File: src/rtl/instr_encoder_pkg.sv
// Shared instruction-format definitions used by the encoder and decode-side blocks.
package instr_encoder_pkg;

  // Instruction format selectors; 3'b110 and 3'b111 are illegal.
  localparam logic [2:0] FMT_I = 3'b000;
  localparam logic [2:0] FMT_S = 3'b001;
  localparam logic [2:0] FMT_B = 3'b010;
  localparam logic [2:0] FMT_J = 3'b011;
  localparam logic [2:0] FMT_U = 3'b100;
  localparam logic [2:0] FMT_R = 3'b101;

  // Base opcode constants.
  localparam logic [6:0] OPC_LOAD   = 7'b0000011;
  localparam logic [6:0] OPC_OP_IMM = 7'b0010011;
  localparam logic [6:0] OPC_AUIPC  = 7'b0010111;
  localparam logic [6:0] OPC_STORE  = 7'b0100011;
  localparam logic [6:0] OPC_OP     = 7'b0110011;
  localparam logic [6:0] OPC_LUI    = 7'b0110111;
  localparam logic [6:0] OPC_BRANCH = 7'b1100011;
  localparam logic [6:0] OPC_JALR   = 7'b1100111;
  localparam logic [6:0] OPC_JAL    = 7'b1101111;

  // One buffered encoder result.
  typedef struct packed {
    logic        err;
    logic [31:0] instr;
  } enc_entry_t;

  // True when v[31:lsb] are all the same value, i.e. v fits a signed field of width lsb+1.
  function automatic logic all_equal(input logic [31:0] v, input int unsigned lsb);
    logic [31:0] mask;
    mask = 32'hFFFF_FFFF << lsb;
    return ((v & mask) == mask) || ((v & mask) == 32'h0);
  endfunction

endpackage

File: src/rtl/instr_encoder_imm_pack.sv
// Combinational packing of instruction fields plus immediate range/format checking.
module imm_pack
  import instr_encoder_pkg::*;
(
  input  logic [2:0]  fmt_i,
  input  logic [6:0]  opcode_i,
  input  logic [4:0]  rd_i,
  input  logic [4:0]  rs1_i,
  input  logic [4:0]  rs2_i,
  input  logic [2:0]  funct3_i,
  input  logic [6:0]  funct7_i,
  input  logic [31:0] imm_i,
  output logic [31:0] instr_o,
  output logic        err_o
);

  logic [31:0] raw;
  logic        range_ok;

  // Build the raw word per format and decide whether the immediate is representable.
  always_comb begin
    raw      = 32'h0;
    range_ok = 1'b1;
    case (fmt_i)
      FMT_I: begin
        raw      = {imm_i[11:0], rs1_i, funct3_i, rd_i, opcode_i};
        range_ok = all_equal(imm_i, 11);
      end
      FMT_S: begin
        raw      = {imm_i[11:5], rs2_i, rs1_i, funct3_i, imm_i[4:0], opcode_i};
        range_ok = all_equal(imm_i, 11);
      end
      FMT_B: begin
        raw      = {imm_i[12], imm_i[10:5], rs2_i, rs1_i, funct3_i, imm_i[4:1], imm_i[11],
                    opcode_i};
        range_ok = all_equal(imm_i, 12) && !imm_i[0];
      end
      FMT_J: begin
        raw      = {imm_i[20], imm_i[10:1], imm_i[11], imm_i[19:12], rd_i, opcode_i};
        range_ok = all_equal(imm_i, 20) && !imm_i[0];
      end
      FMT_U: begin
        raw      = {imm_i[31:12], rd_i, opcode_i};
        range_ok = (imm_i[11:0] == 12'h0);
      end
      FMT_R: begin
        raw      = {funct7_i, rs2_i, rs1_i, funct3_i, rd_i, opcode_i};
        range_ok = 1'b1;
      end
      default: begin
        raw      = 32'h0;
        range_ok = 1'b0;
      end
    endcase
  end

  // Erroneous requests never leak a partially valid word.
  always_comb begin
    err_o   = !range_ok;
    instr_o = range_ok ? raw : 32'h0;
  end

endmodule

File: src/rtl/instr_encoder.sv
// Instruction encoder: packs requests into words and buffers them in a 2-entry FIFO.
module instr_encoder
  import instr_encoder_pkg::*;
#(
  parameter int unsigned ERRW = 8
) (
  input  logic            clk,
  input  logic            reset,
  input  logic            in_valid,
  output logic            in_ready,
  input  logic [2:0]      in_fmt,
  input  logic [6:0]      in_opcode,
  input  logic [4:0]      in_rd,
  input  logic [4:0]      in_rs1,
  input  logic [4:0]      in_rs2,
  input  logic [2:0]      in_funct3,
  input  logic [6:0]      in_funct7,
  input  logic [31:0]     in_imm,
  output logic            out_valid,
  input  logic            out_ready,
  output logic [31:0]     out_instr,
  output logic            out_err,
  output logic [ERRW-1:0] err_count
);

  logic [31:0]     pk_instr;
  logic            pk_err;
  logic            push;
  logic            pop;
  logic [1:0]      count_q, count_d;
  logic            wr_ptr_q;
  logic            rd_ptr_q;
  logic [ERRW-1:0] err_count_q, err_count_d;
  enc_entry_t      mem_q [2];
  enc_entry_t      head;

  imm_pack u_imm_pack (
    .fmt_i    (in_fmt),
    .opcode_i (in_opcode),
    .rd_i     (in_rd),
    .rs1_i    (in_rs1),
    .rs2_i    (in_rs2),
    .funct3_i (in_funct3),
    .funct7_i (in_funct7),
    .imm_i    (in_imm),
    .instr_o  (pk_instr),
    .err_o    (pk_err)
  );

  // Handshake and head-of-queue outputs; ready ignores out_ready so a full FIFO never pushes.
  always_comb begin
    in_ready  = !reset && (count_q < 2'd2);
    out_valid = (count_q != 2'd0);
    head      = mem_q[rd_ptr_q];
    out_instr = out_valid ? head.instr : 32'h0;
    out_err   = out_valid ? head.err : 1'b0;
    err_count = err_count_q;
  end

  // Next occupancy and saturating error count.
  always_comb begin
    push        = in_valid && in_ready;
    pop         = out_valid && out_ready;
    count_d     = count_q;
    err_count_d = err_count_q;
    case ({push, pop})
      2'b10:   count_d = count_q + 2'd1;
      2'b01:   count_d = count_q - 2'd1;
      default: count_d = count_q;
    endcase
    if (push && pk_err && (err_count_q != {ERRW{1'b1}})) begin
      err_count_d = err_count_q + {{(ERRW-1){1'b0}}, 1'b1};
    end
  end

  // FIFO storage, pointers and counters; reset discards all buffered entries.
  always_ff @(posedge clk or posedge reset) begin
    if (reset) begin
      count_q     <= 2'd0;
      wr_ptr_q    <= 1'b0;
      rd_ptr_q    <= 1'b0;
      err_count_q <= '0;
      mem_q[0]    <= '0;
      mem_q[1]    <= '0;
    end else begin
      if (push) begin
        mem_q[wr_ptr_q] <= '{err: pk_err, instr: pk_instr};
        wr_ptr_q        <= ~wr_ptr_q;
      end
      if (pop) begin
        rd_ptr_q <= ~rd_ptr_q;
      end
      count_q     <= count_d;
      err_count_q <= err_count_d;
    end
  end

endmodule

File: config.mk
export PLATFORM = sky130hd
export DESIGN_NAME = instr_encoder
export DESIGN_NICKNAME = d
export VERILOG_FILES = /design/src/rtl/instr_encoder_pkg.sv /design/src/rtl/instr_encoder_imm_pack.sv /design/src/rtl/instr_encoder.sv
export SDC_FILE = /design/constraint.sdc
export NUM_CORES = 1
export LEC_CHECK = 0
export BUFFER_PORTS_ARGS = -buffer_cell sky130_fd_sc_hd__buf_2
export CAP_MARGIN = 0
export CORE_AREA = 2 2 99 101
export DETAILED_ROUTE_END_ITERATION = 10
export DIE_AREA = 0 0 101 103
export PLACE_DENSITY = 0.75
export SYNTH_ARGS = -nofsm -noshare
export SYNTH_HDL_FRONTEND = slang
export SYNTH_SLANG_ARGS = --single-unit
export TNS_END_PERCENT = 100
File: constraint.sdc
create_clock -name clk -period 2.9 [get_ports clk]
set_clock_uncertainty 0.15 [all_clocks]
set_input_delay 0.145 -clock clk [delete_from_list [all_inputs] [get_ports clk]]
set_output_delay 0.145 -clock clk [all_outputs]
set_load 0.02 [all_outputs]
Yosys cells after proc, flatten, opt, wreduce, memory -nomap -nowiden --
Index checks and enable logic that the tools add are counted.
Cells by class: add/sub/neg operators 3, multiply operators 0, div/mod/pow operators 0, magnitude comparators 4, eq/ne operators 11, shift-type cells 0, muxes and demuxes 12, bitwise gates (word level) 4, reductions and logical operators 22
Operators by type and width (number):
- 32-bit case mux with 6 select lines | 1
- 33-bit 2-to-1 mux | 4
- 32-bit zero test | 3
- 66-bit bitwise mux | 1
- 32-bit 2-to-1 mux | 2
- 33-bit demux with 1-bit select | 1
- 21-bit == test, second input constant | 1
- 20-bit == test, second input constant | 1
- 12-bit == test, second input constant | 1
- 12-bit zero test | 1
- 8-bit by 1-bit adder with 8-bit output, second input constant | 1
- 1-bit logical AND | 8
- 8-bit inequality test, second input constant | 1
- 3-bit by 2-bit == test with 1-bit output, second input constant | 2
- 3-bit == test, second input constant | 2
- 1-bit case mux with 5 select lines | 1
- 2-bit greater-or-equal comparator, second input constant | 2
- 1-bit inverter with 2-bit output | 2
- 2-bit case mux with 2 select lines | 1
- 2-bit nonzero test | 2
- 3-bit by 1-bit == test with 1-bit output, second input constant | 1
- 1-bit zero test | 3
- 3-bit zero test | 1
- 1-bit logical OR | 3
- 9 further kinds | 10
Word-level totals: register bits 78, bits in latches 0, memory bits (writable) 0, ROM bits 0, input port bits 71, output and inout port bits 43, word-level logic and storage cells 64, memories 0

Longest topological paths before layout --
Gate-level depths: netlist of run 1.
word-level depth 7, gate-level depth with buffers 9, mapped depth without buffers 7

By module --
Synthesis of run 1 repeated with hierarchy kept, for this count alone.
Unflattened totals: cell total of the unflattened synthesis 448, area total of the unflattened synthesis 4874.7 um^2
Modules (own cells, without submodules):
- instr_encoder | times used 1, cells an instance 264, area an instance 3662.3 um^2, seq. area each 1951.9 um^2
- imm_pack | times used 1, cells an instance 184, area an instance 1212.4 um^2, seq. area each 0.0 um^2

Worst setup path after synthesis of run 1 --
No wires, ideal clock.
path type input -> register, start input port in_fmt[0], end register mem_q[7] (netlist name), library setup time 0.095 ns, data arrival time 1.894 ns, required time 2.655 ns, path slack 0.761 ns, stages 9, path buffers 3, path through buf_2 and2_1 buf_4 a22oi_1 or2_1 a2111oi_4 nor2_4 buf_2 o31ai_1
On the way: word-level cells in the longest chain between the ends 5, elaborated cells on any way between the ends 11, classes of those cells eq/ne: 5; mux: 4; reduce/logical: 2
Ends and longest elaborated chain:
- start: declaration | line instr_encoder.sv:11 | input logic [2:0] in_fmt,
- 3-bit by 1-bit == test with 1-bit output / 3-bit zero test (equally long branches) | line instr_encoder_imm_pack.sv:24 | case (fmt_i)
- 2-bit OR reduction (no source line)
- 1-bit case mux with 5 select lines | line instr_encoder_imm_pack.sv:24
- 32-bit 2-to-1 mux * | line instr_encoder_imm_pack.sv:60 | instr_o = range_ok ? raw : 32'h0;
- 66-bit bitwise mux * | line instr_encoder.sv:87 | mem_q[wr_ptr_q] <= '{err: pk_err, instr: pk_instr};
- end signal: indexed assignment | line instr_encoder.sv:87
- end: declaration | line instr_encoder.sv:34 | enc_entry_t mem_q [2];
Mark *: on every way between the ends. The rest lies on a longest branch, timed or not. A chain may end at the register's enable or synchronous reset.

Final worst setup path of run 1 --
start input port in_imm[11], end register mem_q[1] (netlist name)
On the way: word-level cells in the longest chain between the ends 5, elaborated cells on any way between the ends 7, classes of those cells eq/ne: 1; mux: 3; reduce/logical: 3
Ends and longest elaborated chain:
- start: declaration | line instr_encoder.sv:18 | input logic [31:0] in_imm,
- 21-bit == test / 32-bit zero test (equally long branches) | line instr_encoder_pkg.sv:33 | return ((v & mask) == mask) || ((v & mask) == 32'h0);
- 1-bit logical OR | line instr_encoder_pkg.sv:33
- 1-bit case mux with 5 select lines * | line instr_encoder_imm_pack.sv:24
- 32-bit 2-to-1 mux * | line instr_encoder_imm_pack.sv:60
- 66-bit bitwise mux * | line instr_encoder.sv:87
Marked as above.

==> reports/metrics.cfg, run 1 <==
[logic_synthesis]
synth-main-ff-cell = dfrtp_1
synth_cell_types = 35
netlist_area_um2 = 4580
synth_area_per_cell_um2 = 8.81
synthesis.nets = 593
synth_cells = 520
yosys-top-cells-area = dfrtp_1 (43%), mux2i_1 (8.7%), o31ai_1 (8.5%), nand2_1 (7.2%), nor2_1 (4.2%)
yosys_warnings = 0
async_flop_share_pct = 100
synth.largest_area_cell = dfrtp_1
ys_ff_latch = 78
synth.most_common_cell = nand2_1
yosysSeqAreaShare_pct = 42.6
synth.top_cell.area_share_pct = 42.6
synth_edf_count = 0
synth_commonest_cells = nand2_1 (88), dfrtp_1 (78), o31ai_1 (52)

[clocking]
htree_levels = 3
cts_max_path_buffers = 2
numCtsBuffers = 9
post_cts.repair.setup_buffers = 0
clkSinkCount = 78
path_clk_slew_ns = 0.07
cts_root_buf = clkbuf_8
cts_tree = yes
insertion_delay_ns = 0.35

[floorplan]
coreArea_um2 = 9460
ios = 114
fp.dieH_um = 103
die_area_um2 = 10400
die_w_um = 101
start_util_pct = 48.4
rows = 36

[worst_setup_path]
path_cells = buf_2 > nor4_1 > and3_1 > o21ai_0 > nand3_1 > nor2_4 > buf_4 > o21ai_0
worst-endpoint-required_ns = 2.98
arrival_ns = 2.37
worst-path-max-fanout = 51
end_kind = flip-flop
timing.critical_path.mode_cell = o21ai_0
slowest_delay_ns = 0.90
r2r_cells = 5
criticalPathCategory = in -> reg
critPathLaunch = in_imm[11]
slowest_stage = nor2_4
worstReg2RegStart = count_q[1]
start_kind = input pin

[worst_hold_path]
hp-class = in -> reg
hold_depth = 3
worstHoldStart = in_rd[1]

[timing]
rsz0062_at_grt = no
final.setup.tns_ns = 0
max-slew-margin-rel_pct = 24.4
tightestPinTransition_ns = 1.13
slew_violations = 0
fmax_ghz = 0.437
setup_viol = 0
worst_slack_ns = 0.613
post-route-min-period_ns = 2.29
fin_crit_sh_pct = 78.9
hold_viol = 0

[pwr]
p_int_mw = 2.39
power.leakage_nw = 2.68
p_per_area_nw_per_um2 = 678
power.ir.vdd_worst_uv = 377
power.share.switching_pct = 37.1
clock_power_share_pct = 23.7
seqPwrFrac_pct = 39.8
p_sw_mw = 1.41
p_comb_share_pct = 36.5

[grt]
grt_max_degree = 60
grt.overflow.total = 0
grt_pass1_wl_mm = 18.8
gr-usage-all-layers_pct = 23.2
antenna_found_initial = 0
grt-busiest-layer = met2
gr-usage-met2_pct = 35.8
gr-usage-met1_pct = 33.4
gr-usage-met3_pct = 3.93
grt_pass1_vias = 3865

[layout]
nFillCells = 872
drive_gt1_share_pct = 26.0
diodes = 0
utilization_pct = 59.4
area_growth_pct = 22.6
fin_nets = 704

[placement]
gp_congestion = 0.877
pre_cts_slack_ns = 0.243
detailed_place_hpwl_mm = 8.60
portBuffers = 113

[status]
outcome = completed

[drt]
route.detailed.drc = 0
wl_per_cell_um = 16.0
ant_nets = 0
avgViaCountPerCell = 5.72
dr.pass1.iters = 5
vias = 4288
drt_iter0_drc = 273
finalWirelength_mm = 12.0

[flow_run]
max_cap_viol_count = 0

==> timing repair <==
action,CTS,global route
hold endpoints to repair,55,0
hold buffers,9,0
gates resized for setup,0,0
==> power by group through the flow <==
stage          sequential (mW)  combinational [mW]  clock [mW]
2_1_floorplan             1.50               0.957           0
3_3_place_gp              1.52                1.35           0
3_5_place_dp              1.53                1.39           0
4_1_cts                   1.51                1.40       0.920
5_1_grt                   1.55                1.53       0.959
6_report                  1.51                1.39       0.902
==> through the flow <==
stage | cell area, um2 | std cells | hold slack [ns] | total power [mW]
global placement | 5300 | 725 | 0.222 | 2.87
CTS | 5610 | 749 | 0.0654 | 3.84
global route | 5610 | 749 | 0.0868 | 4.04
finish | 5610 | 749 | 0.0768 | 3.81
detailed placement | 5300 | 725 | 0.242 | 2.92
floorplan | 4580 | 520 | 0.131 | 2.46
==> layer usage <==
| layer | part of all wire [%] | wire length, um | vias to the layer above |
|---|---|---|---|
| met2 | 46 | 5470 | 136 |
| met5 | 0 | 0 | - |
| met1 | 47 | 5640 | 2046 |
| met3 | 6.3 | 757 | 14 |
| met4 | 1.2 | 146 | 0 |
| li1 | - | - | 2092 |
==> worst max-delay path: cells and delay by family <==
family	cells	cell delay, ns
buf+inv	2	0.49
compound gates	2	0.42
simple gates	4	1.30
==> cells by family (layout without fill, tap and decap cells) <==
| kind of cell | count (synthesis) | count (layout) | synth area share (%) |
|---|---|---|---|
| buf+inv | 48 | 163 | 4.21 |
| compound gates | 137 | 137 | 20.5 |
| fa+ha+maj | 2 | 2 | 0.546 |
| flops | 78 | 78 | 42.6 |
| xor+xnor | 10 | 10 | 1.91 |
| simple gates | 196 | 196 | 19.3 |
| mux | 49 | 49 | 11.0 |
==> area by class of cell <==
| cell class | count | area [um2] | area share, % |
|---|---|---|---|
| repair buffers | 142 | 831 | 14.8 |
| clock buffers | 12 | 155 | 2.76 |
| multi-input cells | 394 | 2440 | 43.5 |
| well taps | 114 | 143 | 2.54 |
| clock inverters | 3 | 67.6 | 1.20 |
| flip-flops and latches | 78 | 1950 | 34.8 |
| inverters | 6 | 22.5 | 0.401 |
==> layout by cell type (no fill, tap or decap), drive strengths merged, types with 4 or more instances in the layout <==
master | Yosys | routed
buf | 9 | 133
nand2 | 88 | 88
dfrtp | 78 | 78
o31ai | 52 | 52
nor2 | 52 | 52
mux2i | 40 | 40
a21oi | 31 | 31
a22oi | 21 | 21
o21ai | 18 | 18
nor2b | 13 | 13
clkbuf | 33 | 12
nor4 | 12 | 12
o22a | 9 | 9
mux2 | 9 | 9
dlygate4sd3 | 0 | 9
nand4 | 8 | 8
xor2 | 8 | 8
nor3 | 7 | 7
nand3 | 6 | 6
inv | 6 | 6
a211oi | 5 | 5
and2 | 4 | 4
==> registers in the layout (all words and copies together) (netlist names) <==
| signal | flops |
|---|---|
| wr_ptr_q | 1 |
| count_q | 2 |
| rd_ptr_q | 1 |
| mem_q | 66 |
| err_count | 8 |
==> path summary, 6_finish.rpt <==
kind | endpoint | slack [ns]
setup reg to reg | err_count[1] | 0.98
min in group asynchronous | count_q[1] | 0.39
max in group asynchronous | mem_q[61] | 1.51
hold reg to reg | mem_q[36] | 0.33
setup / recovery | mem_q[1] | 0.61
hold / removal | mem_q[41] | 0.08
Note: power is estimated with default switching activity, not from simulation.
==> inputs of run 2 (changes only) <==
--- a/config.mk
+++ b/config.mk
@@ -5,11 +5,12 @@
 export SDC_FILE = /design/constraint.sdc
 export NUM_CORES = 1
 export LEC_CHECK = 0
+export ABC_AREA = 1
 export BUFFER_PORTS_ARGS = -buffer_cell sky130_fd_sc_hd__buf_2
 export CAP_MARGIN = 0
-export CORE_AREA = 2 2 99 101
+export CORE_AREA = 2 2 97 99
 export DETAILED_ROUTE_END_ITERATION = 10
-export DIE_AREA = 0 0 101 103
+export DIE_AREA = 0 0 99 101
 export PLACE_DENSITY = 0.75
 export SYNTH_ARGS = -nofsm -noshare
 export SYNTH_HDL_FRONTEND = slang
==> constraint.sdc (replaced) <==
create_clock -name clk -period 2.2 [get_ports clk]
set_clock_uncertainty 0.15 [all_clocks]
set_input_delay 0.11 -clock clk [delete_from_list [all_inputs] [get_ports clk]]
set_output_delay 0.11 -clock clk [all_outputs]
set_load 0.02 [all_outputs]
==> run 2 against run 1 <==
Via count increased by 6.3%. Largest power group unchanged. First-iteration DRC count increased by 25%. Setup slack lost 0.38 ns. Non-clock buffer count fell by 7. Core utilization rose by 1.7 points.
==> reports/metrics.cfg, run 2 <==
[floorplan]
fp.dieH_um = 101
ios = 114
rows = 35
start_util_pct = 49.2
die_area_um2 = 10000
die_w_um = 99
coreArea_um2 = 8980

[drt]
ant_nets = 0
finalWirelength_mm = 12.2
drt_iter0_drc = 342
vias = 4559
route.met2.wl_mm = 5.66
wl_met3_um = 856
top_layer_used = met4
avgViaCountPerCell = 5.32
wl_per_cell_um = 14.3
met1_length_mm = 5.53
dr.pass1.iters = 5
route.detailed.drc = 0

[grt]
grt_pass1_vias = 4321
grt_max_degree = 52
grt.overflow.total = 0
grt_pass1_wl_mm = 19.7
gr-usage-all-layers_pct = 24.4
antenna_found_initial = 0

[timing]
fin_hold_ws_ns = 0.00834
fmax_ghz = 0.508
final.setup.tns_ns = 0
hold_viol = 0
tightestPinTransition_ns = 0.399
setup_viol = 0
fin_crit_sh_pct = 89.4
worst_slack_ns = 0.233
slew_violations = 0
rsz0062_at_grt = no
max-slew-margin-rel_pct = 73.4
post-route-min-period_ns = 1.97

[worst_setup_path]
worst-path-max-fanout = 25
critPathTopFamily = buffers and inverters
slowest_delay_ns = 0.38
criticalPathCategory = reg -> out
path_cells = inv_1 > buf_12 > nand2_1 > a21oi_1 > buf_2
timing.critical_path.buf_inv = 3
end_kind = primary output
arrival_ns = 1.71
worst-endpoint-required_ns = 1.94
start_kind = flip-flop
slowest_stage = dfrtp_1

[pwr]
power.share.switching_pct = 37.2
p_int_mw = 3.10
seqPwrFrac_pct = 38.7
p_sw_mw = 1.83
p_per_area_nw_per_um2 = 900
p_total_mw = 4.94
p_comb_share_pct = 34.1
clock_power_share_pct = 27.1
power.leakage_nw = 2.68
power.ir.vdd_worst_uv = 504

[layout]
final_common_cell = nand2_1
nFillCells = 821
largest_register_ffs = 66
area_growth_pct = 24.2
utilization_pct = 61.1
mostFrequentLayoutCells = nand2_1 (257), buf_2 (113), dfrtp_1 (78)
top_register = mem_q
fin_nets = 814
final_area_um2 = 5480
diodes = 0
drive_gt1_share_pct = 21.2
final_cells = 857

[clocking]
cts_resized = 0
cts_max_path_buffers = 2
cts_tree = yes
numCtsBuffers = 9
cts_root_buf = clkbuf_8
htree_levels = 3
path_clk_slew_ns = 0.09
insertion_delay_ns = 0.34
clkSinkCount = 78

[logic_synthesis]
synth-main-ff-cell = dfrtp_1
synthesis.nets = 696
async_flop_share_pct = 100
synth_edf_count = 0
yosys-top-cells-area = dfrtp_1 (44%), nand2_1 (22%), o21ai_1 (6.3%), a21oi_1 (4.0%), o21ai_0 (3.6%)
netlist_area_um2 = 4410
synth.most_common_cell = nand2_1
yosys_warnings = 0
synth_cell_types = 33
synth.top_cell.area_share_pct = 44.2
synth.largest_area_cell = dfrtp_1
synth_area_per_cell_um2 = 7.09
synth_cells = 623
ys_ff_latch = 78
synth_commonest_cells = nand2_1 (258), dfrtp_1 (78), o21ai_1 (56)
yosysSeqAreaShare_pct = 44.2

[status]
outcome = completed

[placement]
detailed_place_hpwl_mm = 8.67
dp.cells = 829
portBuffers = 113
place_area_um2 = 5110
pre_cts_slack_ns = 0.364
gp_congestion = 0.960

[worst_hold_path]
hp-class = in -> reg

[flow_run]
max_cap_viol_count = 0

## run 2: changes by cell type in the layout (fill, tap and decap cells not counted), sizes merged, moves of 21 or more
cell and change:
nand2 +175, o31ai -52, a22oi -21, mux2i -40, inv +29, o21ai +70
## run 2: layout make-up
class | instances | area (um2) | area share (%)
multi-input cells | 482 | 2190 | 40.0
flip-flops and latches | 78 | 1950 | 35.6
repair buffers | 135 | 811 | 14.8
clock buffers | 11 | 151 | 2.76
well taps | 111 | 139 | 2.53
inverters | 35 | 135 | 2.46
clock inverters | 5 | 104 | 1.89
## run 2: cells by family after synthesis
family                     after synthesis  share of synthesized area [%]
AOI/OAI and AO/OA                      135                           16.2
xor gates and xnor gates                 9                           1.79
adders and majority gates                2                          0.567
buffers and inverters                   63                           6.26
DFF                                     78                           44.2
and+or+nand+nor                        336                           31.0
## run 2: worst paths after layout
kind	from	cells after the start	end	slack [ns]
max	rd_ptr_q	5	out_instr[11]	0.23
min	in_funct3[1]	5	mem_q[13]	0.008
max reg2reg	count_q[1]	6	mem_q[47]	0.36
min reg2reg	mem_q[31]	2	mem_q[31]	0.34
max in group asynchronous	reset	4	mem_q[53]	1.14
min in group asynchronous	reset	3	count_q[1]	0.16
## run 2: worst register-to-register path: cells and delay by family (launching register included)
kind            cells  cell delay [ns]
compound gates      1             0.07
buf+inv             1             0.25
simple gates        4             0.83
flops               1             0.41
## run 2: power groups by stage
stage | clock network (mW) | registers [mW] | logic [mW]
2_1_floorplan | 0 | 1.93 | 1.10
3_3_place_gp | 0 | 1.92 | 1.63
3_5_place_dp | 0 | 1.93 | 1.66
4_1_cts | 1.36 | 1.91 | 1.69
5_1_grt | 1.43 | 1.95 | 1.86
6_report | 1.34 | 1.91 | 1.69
## run 2: metal layers
layer | global-route usage [%] | vias to the layer above
li1 | - | 2264
met1 | 33.4 | 2101
met2 | 39.2 | 180
met3 | 5.13 | 14
met4 | 7.48 | 0
met5 | 0 | -
## run 2: timing repair
action / 4_1_cts / 5_1_grt
hold buffers: 12 / 0
endpoints found under the hold margin: 97 / 0
buffers inserted: 0 / 0
